### src/rtl/bpu_update_ctrl_pkg.sv
// bpu_update_ctrl_pkg: shared encodings and update payload for the predictor update path
package bpu_update_ctrl_pkg;
  localparam logic [1:0] KIND_DIRECT = 2'b01;
  localparam logic [1:0] KIND_COND   = 2'b10;
  localparam logic [1:0] SEL_ALL     = 2'b11;
  typedef enum logic {ST_CLEAR, ST_RUN} state_e;
  typedef struct packed {
    logic [31:0] pc;
    logic [31:0] target;
    logic        taken;
    logic [1:0]  kind;
  } upd_t;
  localparam int PAYLOAD_W = $bits(upd_t);
  function automatic logic kind_legal(input logic [1:0] k);
    return k == KIND_DIRECT || k == KIND_COND;
  endfunction
endpackage

### src/rtl/bpu_upd_fifo.sv
// bpu_upd_fifo: synchronous FIFO with push/pop/flush and occupancy count
module bpu_upd_fifo #(
  parameter int DEPTH = 4,
  parameter int W = 67,
  localparam int AW = $clog2(DEPTH),
  localparam int CW = $clog2(DEPTH + 1)
) (
  input  logic          clk,
  input  logic          rst_n,
  input  logic          push_i,
  input  logic          pop_i,
  input  logic          flush_i,
  input  logic [W-1:0]  din_i,
  output logic [W-1:0]  dout_o,
  output logic [CW-1:0] count_o,
  output logic          full_o,
  output logic          empty_o
);
  logic [W-1:0]  mem_q [DEPTH];
  logic [AW-1:0] wr_q, rd_q;
  logic [CW-1:0] cnt_q;
  always_ff @(posedge clk or negedge rst_n)
    if (!rst_n) begin
      wr_q  <= '0;
      rd_q  <= '0;
      cnt_q <= '0;
    end else if (flush_i) begin
      wr_q  <= '0;
      rd_q  <= '0;
      cnt_q <= '0;
    end else begin
      if (push_i) wr_q <= wr_q + 1'b1;
      if (pop_i) rd_q <= rd_q + 1'b1;
      cnt_q <= cnt_q + CW'(push_i) - CW'(pop_i);
    end
  always_ff @(posedge clk)
    if (push_i && !flush_i) mem_q[wr_q] <= din_i;
  assign dout_o  = mem_q[rd_q];
  assign count_o = cnt_q;
  assign full_o  = cnt_q == CW'(DEPTH);
  assign empty_o = cnt_q == '0;
endmodule

### src/rtl/bpu_update_ctrl.sv
// bpu_update_ctrl: buffers resolved-branch updates onto the table write port and sweeps tables clear
module bpu_update_ctrl
  import bpu_update_ctrl_pkg::*;
#(
  parameter int DEPTH = 4,
  parameter int IDX_WID = 5,
  localparam int CW = $clog2(DEPTH + 1)
) (
  input  logic               clk,
  input  logic               rst_n,
  input  logic               upd_valid_i,
  output logic               upd_ready_o,
  input  logic [1:0]         upd_kind_i,
  input  logic [31:0]        upd_pc_i,
  input  logic [31:0]        upd_target_i,
  input  logic               upd_taken_i,
  input  logic               clear_req_i,
  input  logic               tbl_ready_i,
  output logic               tbl_we_o,
  output logic               tbl_clr_o,
  output logic [1:0]         tbl_sel_o,
  output logic [IDX_WID-1:0] tbl_idx_o,
  output logic [31:0]        tbl_pc_o,
  output logic [31:0]        tbl_target_o,
  output logic               tbl_taken_o,
  output logic               lookup_block_o,
  output logic [CW-1:0]      upd_count_o
);
  state_e             state_q;
  logic [IDX_WID-1:0] clr_cnt_q;
  upd_t               din, head;
  logic               run, full, empty, push, pop, wr_upd, head_ok;
  assign run     = state_q == ST_RUN;
  assign head_ok = kind_legal(head.kind);
  assign wr_upd  = run && !empty && head_ok;
  assign push    = upd_valid_i && upd_ready_o;
  // illegal heads are discarded without waiting on the table port
  assign pop     = run && !empty && (!head_ok || tbl_ready_i);
  assign din     = '{pc: upd_pc_i, target: upd_target_i, taken: upd_taken_i, kind: upd_kind_i};
  bpu_upd_fifo #(.DEPTH(DEPTH), .W(PAYLOAD_W)) u_fifo (
    .clk     (clk),
    .rst_n   (rst_n),
    .push_i  (push),
    .pop_i   (pop),
    .flush_i (clear_req_i),
    .din_i   (din),
    .dout_o  (head),
    .count_o (upd_count_o),
    .full_o  (full),
    .empty_o (empty)
  );
  always_ff @(posedge clk or negedge rst_n)
    if (!rst_n) begin
      state_q   <= ST_CLEAR;
      clr_cnt_q <= '0;
    end else if (clear_req_i) begin
      state_q   <= ST_CLEAR;
      clr_cnt_q <= '0;
    end else if (!run && tbl_ready_i) begin
      clr_cnt_q <= clr_cnt_q + 1'b1;
      if (&clr_cnt_q) state_q <= ST_RUN;
    end
  assign upd_ready_o    = run && !full;
  assign lookup_block_o = !run;
  assign tbl_clr_o      = !run;
  assign tbl_we_o       = !run || wr_upd;
  assign tbl_sel_o      = !run ? SEL_ALL : (wr_upd ? head.kind : 2'b00);
  assign tbl_idx_o      = run ? '0 : clr_cnt_q;
  assign tbl_pc_o       = wr_upd ? head.pc : '0;
  assign tbl_target_o   = wr_upd ? head.target : '0;
  assign tbl_taken_o    = wr_upd && head.taken;
endmodule
### config.mk
export PLATFORM = sky130hd
export DESIGN_NAME = bpu_update_ctrl
export DESIGN_NICKNAME = d
export VERILOG_FILES = /design/src/rtl/bpu_update_ctrl_pkg.sv /design/src/rtl/bpu_upd_fifo.sv /design/src/rtl/bpu_update_ctrl.sv
export SDC_FILE = /design/constraint.sdc
export NUM_CORES = 1
export LEC_CHECK = 0
export ABC_CLOCK_PERIOD_IN_PS = 8000
export CORE_MARGIN = 1
export CORE_UTILIZATION = 25
export CTS_BUF_LIST = sky130_fd_sc_hd__clkbuf_8
export DETAILED_ROUTE_END_ITERATION = 10
export GPL_TIMING_DRIVEN = 1
export REMOVE_ABC_BUFFERS = 1
export SKIP_LAST_GASP = 1
export SYNTH_ARGS = -nofsm -noshare
export SYNTH_HDL_FRONTEND = slang
export SYNTH_HIERARCHICAL = 1
export SYNTH_SLANG_ARGS = --single-unit
### constraint.sdc
create_clock -name clk -period 8 [get_ports clk]
set_input_delay 1.6 -clock clk [delete_from_list [all_inputs] [get_ports clk]]
set_output_delay 1.6 -clock clk [all_outputs]
set_load 0.005 [all_outputs]
==> results of run 1 <==
-- power by group --
group / internal [mW] / total, mW / switching (mW)
Combinational: 0.0347 / 0.0576 / 0.0229
Sequential: 1.61 / 1.61 / 0.00127
Clock: 0.701 / 1.28 / 0.577
Total: 2.35 / 2.95 / 0.602
-- sequential cells by signal (all words and copies together) (netlist names) --
register,count
u_fifo/mem_q,268
u_fifo/wr_q,2
u_fifo/count_o,3
clr_cnt_q,5
u_fifo/rd_q,2
run,1
-- cells in the mapped netlist (all sizes together) --
cell type | count | area share (%)
edfxtp | 268 | 73
nand2b | 3 | 0.17
and2 | 70 | 4.0
xor2 | 1 | 0.079
nor2b | 8 | 0.45
a21bo | 1 | 0.090
fa | 1 | 0.18
mux2 | 1 | 0.10
dfrtp | 13 | 2.9
ha | 8 | 0.90
xnor3 | 1 | 0.20
mux2i | 3 | 0.27
o21ai | 3 | 0.14
nor2 | 15 | 0.53
xnor2 | 4 | 0.32
a21oi | 2 | 0.090
nor3b | 1 | 0.068
inv | 6 | 0.20
and2b | 1 | 0.068
buf | 23 | 2.5
clkbuf | 2 | 0.079
and3 | 1 | 0.057
nor3 | 1 | 0.045
nand3b | 2 | 0.14
mux4 | 67 | 14
nand4 | 1 | 0.057
-- final cells by class --
type / instances / area (um2) / area share (%)
inverters: 6 / 22.52 / 0.1604
well taps: 585 / 732.0 / 5.214
multi-input cells: 195 / 2400 / 17.09
clock inverters: 39 / 275.3 / 1.961
clock buffers: 49 / 674.4 / 4.804
flip-flops and latches: 281 / 8381 / 59.70
repair buffers: 157 / 1554 / 11.07
-- worst max-delay path: stages, from the launching register on --
cell and delay, ns:
dfrtp_4 0.92, mux4_2 0.63, xnor2_1 0.21, nor2_4 0.55, buf_4 0.46, and2_1 0.19
clkdlybuf4s50_1 0.51
-- metrics by stage --
step / hold slack [ns] / util (%) / cells / power [mW]
2_1_floorplan: 0.5072 / - / 482 / 1.647
3_3_place_gp: 0.5465 / 30.19 / 1224 / 1.699
3_5_place_dp: 0.5622 / 30.19 / 1224 / 1.701
4_1_cts: 0.5798 / 32.38 / 1312 / 3.007
5_1_grt: 0.6197 / 32.38 / 1312 / 3.070
6_report: 0.5667 / 32.38 / 1312 / 2.949
-- cell families (layout without fill, tap and decap cells) --
| kind of cell | Yosys count | after routing | synth area share [%] |
|---|---|---|---|
| AO/OA/AOI/OAI | 6 | 6 | 0.3167 |
| XOR/XNOR | 6 | 6 | 0.5994 |
| adder cells (fa/ha/maj) | 9 | 9 | 1.086 |
| buffers and inverters | 31 | 251 | 2.748 |
| flip-flops | 281 | 281 | 75.69 |
| multiplexers | 71 | 71 | 14.01 |
| AND/OR/NAND/NOR | 103 | 103 | 5.542 |
-- worst paths after layout --
kind                                                    end  depth (start not counted)  slack, ns
worst max-delay path                       tbl_target_o[27]                          6       2.32
worst min-delay path               clr_cnt_q[4]$_DFFE_PN0P_                          2       0.57
worst max register to register  u_fifo/count_o[2]$_DFF_PN0_                         11       4.50
worst min register to register     clr_cnt_q[4]$_DFFE_PN0P_                          2       0.57
max in group asynchronous        u_fifo/rd_q[1]$_DFFE_PN0P_                          1       6.10
min in group asynchronous        u_fifo/wr_q[0]$_DFFE_PN0P_                          1       1.42
-- routing by layer --
| layer | vias up | wire length (um) |
|---|---|---|
| li1 | 2393 | - |
| met1 | 2737 | 9951 |
| met2 | 145 | 11110 |
| met3 | 37 | 1479 |
| met4 | 2 | 500 |
| met5 | - | 12 |
==> impl_metrics.tcl, run 1 <==
set metrics [dict create \
    run_status "finished, final reports clean" \
    cts_resized 0 \
    place.detailed.hpwl_mm 13.30 \
    root_buffer "clkbuf_8" \
    cts_tree "built" \
    ys_warn_count 6 \
    stdcell_area_um2 14040 \
    initial_utilization_pct 25.51 \
    detailedRoute.firstIterationViolations 207 \
    grt.overflow.total 0 \
    worstSetupStartpointType "flip-flop" \
    layout_setup_ws_ns 2.319 \
    fmax_achieved_mhz 176.0 \
    die_width_um 212.4 \
    netlist-cell-type-count 31 \
    worst-slew-pin-transition_ns 0.8284 \
    core.rowCount 76 \
    report.final.setup_viol 0 \
    rsz0062_at_grt "false" \
    wl_per_cell_um 17.57 \
    die_extent_in_y_um 212.4 \
    clkSlewWorstSetupHoldPaths_ns 0.06 \
    synth.avg_cell_area_um2 21.82 \
    finalHoldViolations 0 \
    clock-sinks 281 \
    worst_skew_pair.late_latency_ns 0.61 \
    cts_buffers 49 \
    pleak_nw 4.482 \
    antenna_found_initial 1 \
    worst_setup_path_end_kind "output port" \
    commonest_cells_after_routing_fill_and_taps_aside "edfxtp_1, clkdlybuf4s50_1, mux4_2" \
    worst_clock_skew_ns 0.03434 \
    die-area_um2 45090 \
    min_from "clr_cnt_q[4]$_DFFE_PN0P_" \
    hold_buffers 0 \
    timing.critical_path.from "u_fifo/rd_q[0]$_DFFE_PN0P_" \
    synth_sequential_area_ratio_pct 75.69 \
    critical_path_peak_fanout 37 \
    worst_ep_arrival_time_ns 4.08 \
    vias_in_the_first_global_route 5760 \
    routabilityCongestion 0.6472 \
    cts-htree-levels 2 \
    grt.met1_usage_pct 12.90 \
    detail_route.drc_violations 0 \
    wl_mm 23.06 \
    buffers_added_on_ports 150 \
    use_met3_pct 3.117 \
    core_area_um2 43360 \
    use_met2_pct 17.02 \
    diodes 0 \
    pwr_density_cell_nw_per_um2 210.1 \
    maxCapViolations 0 \
    vias 5314 \
    tns_ns 0 \
    final_min_period_over_clock_period_pct 71.02 \
    area_delta_synth_final_pct 26.91 \
    setup.worst_path.class "reg2out" \
    design.portCount 151 \
    finalWorstPathRequiredPeriod_ns 5.681 \
    grt_first_pass_wirelength_mm 34.41 \
    track_usage_pct 10.46 \
    postRouteAntennaNets 0 \
    final_layout_net_count 771 \
    maxSlewHeadroom_pct 44.77 \
    pre_cts_slack_ns 2.696 \
    grt_max_degree 38 \
    worst_ir_drop_vdd_mv 0.1229 \
    gr-max-usage-layer "met2" \
    worstPathRequired_ns 6.40 \
    layout.cells.most_common "edfxtp_1" \
    post_cts_setup_buffers 0 \
    launch_instance_of_the_worst_register_to_register_path "u_fifo/rd_q[0]$_DFFE_PN0P_" \
    final_layout_size_suffix_gt1_share_pct 19.81 \
    ff_latch_count_synth 281 \
    max_slew_violation_total_from_the_final_report 0 \
    num-fill-cells 4255 \
    placed_area_um2 13090 \
    hp-class "reg2reg" \
    post_synth_instance_area_um2 11060 \
    cts_max_path_buffers 3 \
    detail_route.first_pass.iterations 4 \
    vias_per_cell 4.050 \
    syn-instance-count 507 \
]
No activity file was read; power rests on OpenSTA's default activity.
==> inputs of run 2 (changes only) <==
--- a/config.mk
+++ b/config.mk
@@ -5,7 +5,7 @@
 export SDC_FILE = /design/constraint.sdc
 export NUM_CORES = 1
 export LEC_CHECK = 0
-export ABC_CLOCK_PERIOD_IN_PS = 8000
+export ABC_CLOCK_PERIOD_IN_PS = 5920
 export CORE_MARGIN = 1
 export CORE_UTILIZATION = 25
 export CTS_BUF_LIST = sky130_fd_sc_hd__clkbuf_8
==> constraint.sdc (replaced) <==
create_clock -name clk -period 5.92 [get_ports clk]
set_input_delay 1.184 -clock clk [delete_from_list [all_inputs] [get_ports clk]]
set_output_delay 1.184 -clock clk [all_outputs]
set_load 0.005 [all_outputs]
==> run 2 against run 1 <==
Against the previous run:
- global-route usage about the same
- critical path type unchanged
- final cell count up 0.23%
- routed wire length down 1.2%
- total power up 39%
==> impl_metrics.tcl, run 2 (synthesized netlist as in run 1, its figures left out) <==
set metrics [dict create \
    worst_clock_skew_ns 0.01728 \
    pre_cts_slack_ns 1.574 \
    antenna_found_initial 1 \
    grt.overflow.total 0 \
    pleak_nw 4.492 \
    track_usage_pct 10.45 \
    maxCapViolations 0 \
    worst_ir_drop_vdd_mv 0.1572 \
    whs_endpoint "clr_cnt_q[4]$_DFFE_PN0P_" \
    r2r_setup_slack_ns 2.71 \
    grt_max_degree 59 \
    initial_utilization_pct 25.51 \
    final_layout_size_suffix_gt1_share_pct 20.96 \
    postRouteAntennaNets 0 \
    hold_buffers 0 \
    crit_chain "mux4_2 > xnor2_1 > nor2_4 > buf_12 > and2_1 > clkdlybuf4s50_1" \
    num-fill-cells 4255 \
    root_buffer "clkbuf_8" \
    launch_instance_of_the_worst_register_to_register_path "u_fifo/rd_q[1]$_DFFE_PN0P_" \
    worstPathRequired_ns 4.74 \
    die-area_um2 45090 \
    routabilityCongestion 0.6635 \
    detailedRoute.firstIterationViolations 206 \
    post_cts_setup_buffers 0 \
    area_delta_synth_final_pct 27.78 \
    finalWorstPathRequiredPeriod_ns 4.794 \
    critical_path.slowest_cell "dfrtp_4" \
    maxSlewHeadroom_pct 33.06 \
    grt_first_pass_wirelength_mm 34.56 \
    critical_path_peak_fanout 37 \
    worst_ep_arrival_time_ns 3.61 \
    timing.rr.end "u_fifo/count_o[2]$_DFF_PN0_" \
    finalHoldViolations 0 \
    drt-met1-wl_mm 9.776 \
    wl_per_cell_um 17.32 \
    vias_in_the_first_global_route 5789 \
    worst_hold_path.num_cells 2 \
    pwr_density_cell_nw_per_um2 289.5 \
    final_min_period_over_clock_period_pct 80.97 \
    met3RoutedLength_mm 1.403 \
    core.rowCount 76 \
    layout_setup_ws_ns 1.126 \
    max_stage_delay_ns 0.80 \
    vias 5297 \
    clkSlewWorstSetupHoldPaths_ns 0.06 \
    worstRegToRegCells 11 \
    detail_route.drc_violations 0 \
    die_width_um 212.4 \
    detail_route.first_pass.iterations 4 \
    buffers_added_on_ports 150 \
    min_from "clr_cnt_q[4]$_DFFE_PN0P_" \
    design.portCount 151 \
    wl_mm 22.77 \
    cts_max_path_buffers 3 \
    rsz0062_at_grt "false" \
    commonest_cells_after_routing_fill_and_taps_aside "edfxtp_1, clkdlybuf4s50_1, mux4_2" \
    max_slew_violation_total_from_the_final_report 0 \
    worst-slew-pin-transition_ns 1.004 \
    cts-htree-levels 2 \
    post-layout-total-power_mw 4.091 \
    setup.worst_path.class "reg2out" \
    hp-class "reg2reg" \
    fmax_achieved_mhz 208.6 \
    cts_tree "built" \
    final_layout_net_count 772 \
    tns_ns 0 \
    cts_resized 0 \
    run_status "finished, final reports clean" \
    report.final.setup_viol 0 \
    clock-sinks 281 \
    timing.critical_path.buf_inv 2 \
    cts_buffers 49 \
    die_extent_in_y_um 212.4 \
    met2_wirelength_mm 10.99 \
    largest_register_ffs 268 \
    layout.cells.most_common "edfxtp_1" \
    route.top_layer_used "met5" \
    path_delay_family "flip-flops" \
    vias_per_cell 4.028 \
    place.detailed.hpwl_mm 12.92 \
    core_area_um2 43360 \
    largest_register "u_fifo/mem_q" \
    worst_setup_path_end_kind "output port" \
    diodes 0 \
    final.hold.worst_slack_ns 0.5656 \
    worstSetupStartpointType "flip-flop" \
    worst_skew_pair.late_latency_ns 0.60 \
]
run 2: layout make-up:
class	count	area, um2	share of cell area (%)
inverter	6	22.52	0.1593
tap	585	732.0	5.178
clock buffer	53	729.5	5.161
sequential	281	8381	59.29
multi-input combinational	195	2400	16.98
timing repair buffer	158	1574	11.14
clock inverter	37	296.5	2.098
run 2: how the worst max path moves through the flow:
| stage | slack, ns | depth (start not counted) | from | endpoint |
|---|---|---|---|---|
| after floorplan | 0.06 | 4 | u_fifo/rd_q[0]$_DFFE_PN0P_ | tbl_pc_o[0] |
| after global placement | 1.62 | 6 | u_fifo/rd_q[1]$_DFFE_PN0P_ | tbl_pc_o[4] |
| after detailed placement | 1.57 | 6 | u_fifo/rd_q[1]$_DFFE_PN0P_ | tbl_pc_o[13] |
| after CTS | 0.88 | 6 | u_fifo/rd_q[1]$_DFFE_PN0P_ | tbl_pc_o[13] |
| after global routing | 0.79 | 6 | u_fifo/rd_q[1]$_DFFE_PN0P_ | tbl_pc_o[13] |
| final | 1.13 | 6 | u_fifo/rd_q[1]$_DFFE_PN0P_ | tbl_pc_o[22] |
run 2: layer usage:
metal | vias up | track usage [%]
met1 | 2717 | 12.92
met4 | 2 | 4.788
met5 | - | 0
li1 | 2398 | -
met3 | 45 | 3.102
met2 | 135 | 16.82
run 2: power breakdown:
part | internal (mW) | total [mW] | switching (mW)
sequential | 2.18 | 2.18 | 0.00164
combinational | 0.0468 | 0.0776 | 0.0308
clock | 1.05 | 1.83 | 0.787
run 2: per-stage QoR:
step / instances / instance area, um2 / utilization (%)
CTS: 1315 / 14130 / 32.60
finish: 1315 / 14130 / 32.60
global placement: 1225 / 13110 / 30.23
detailed placement: 1225 / 13110 / 30.23
global route: 1315 / 14130 / 32.60
floorplan: 482 / 10780 / -
run 2: worst register-to-register path: cells and delay by family (launching register included):
| family | cells | cell delay (ns) |
|---|---|---|
| simple gates | 3 | 0.39 |
| flops | 1 | 0.80 |
| fa+ha+maj | 3 | 0.79 |
| mux | 1 | 0.44 |
| buf+inv | 2 | 0.10 |
| xor+xnor | 2 | 0.55 |
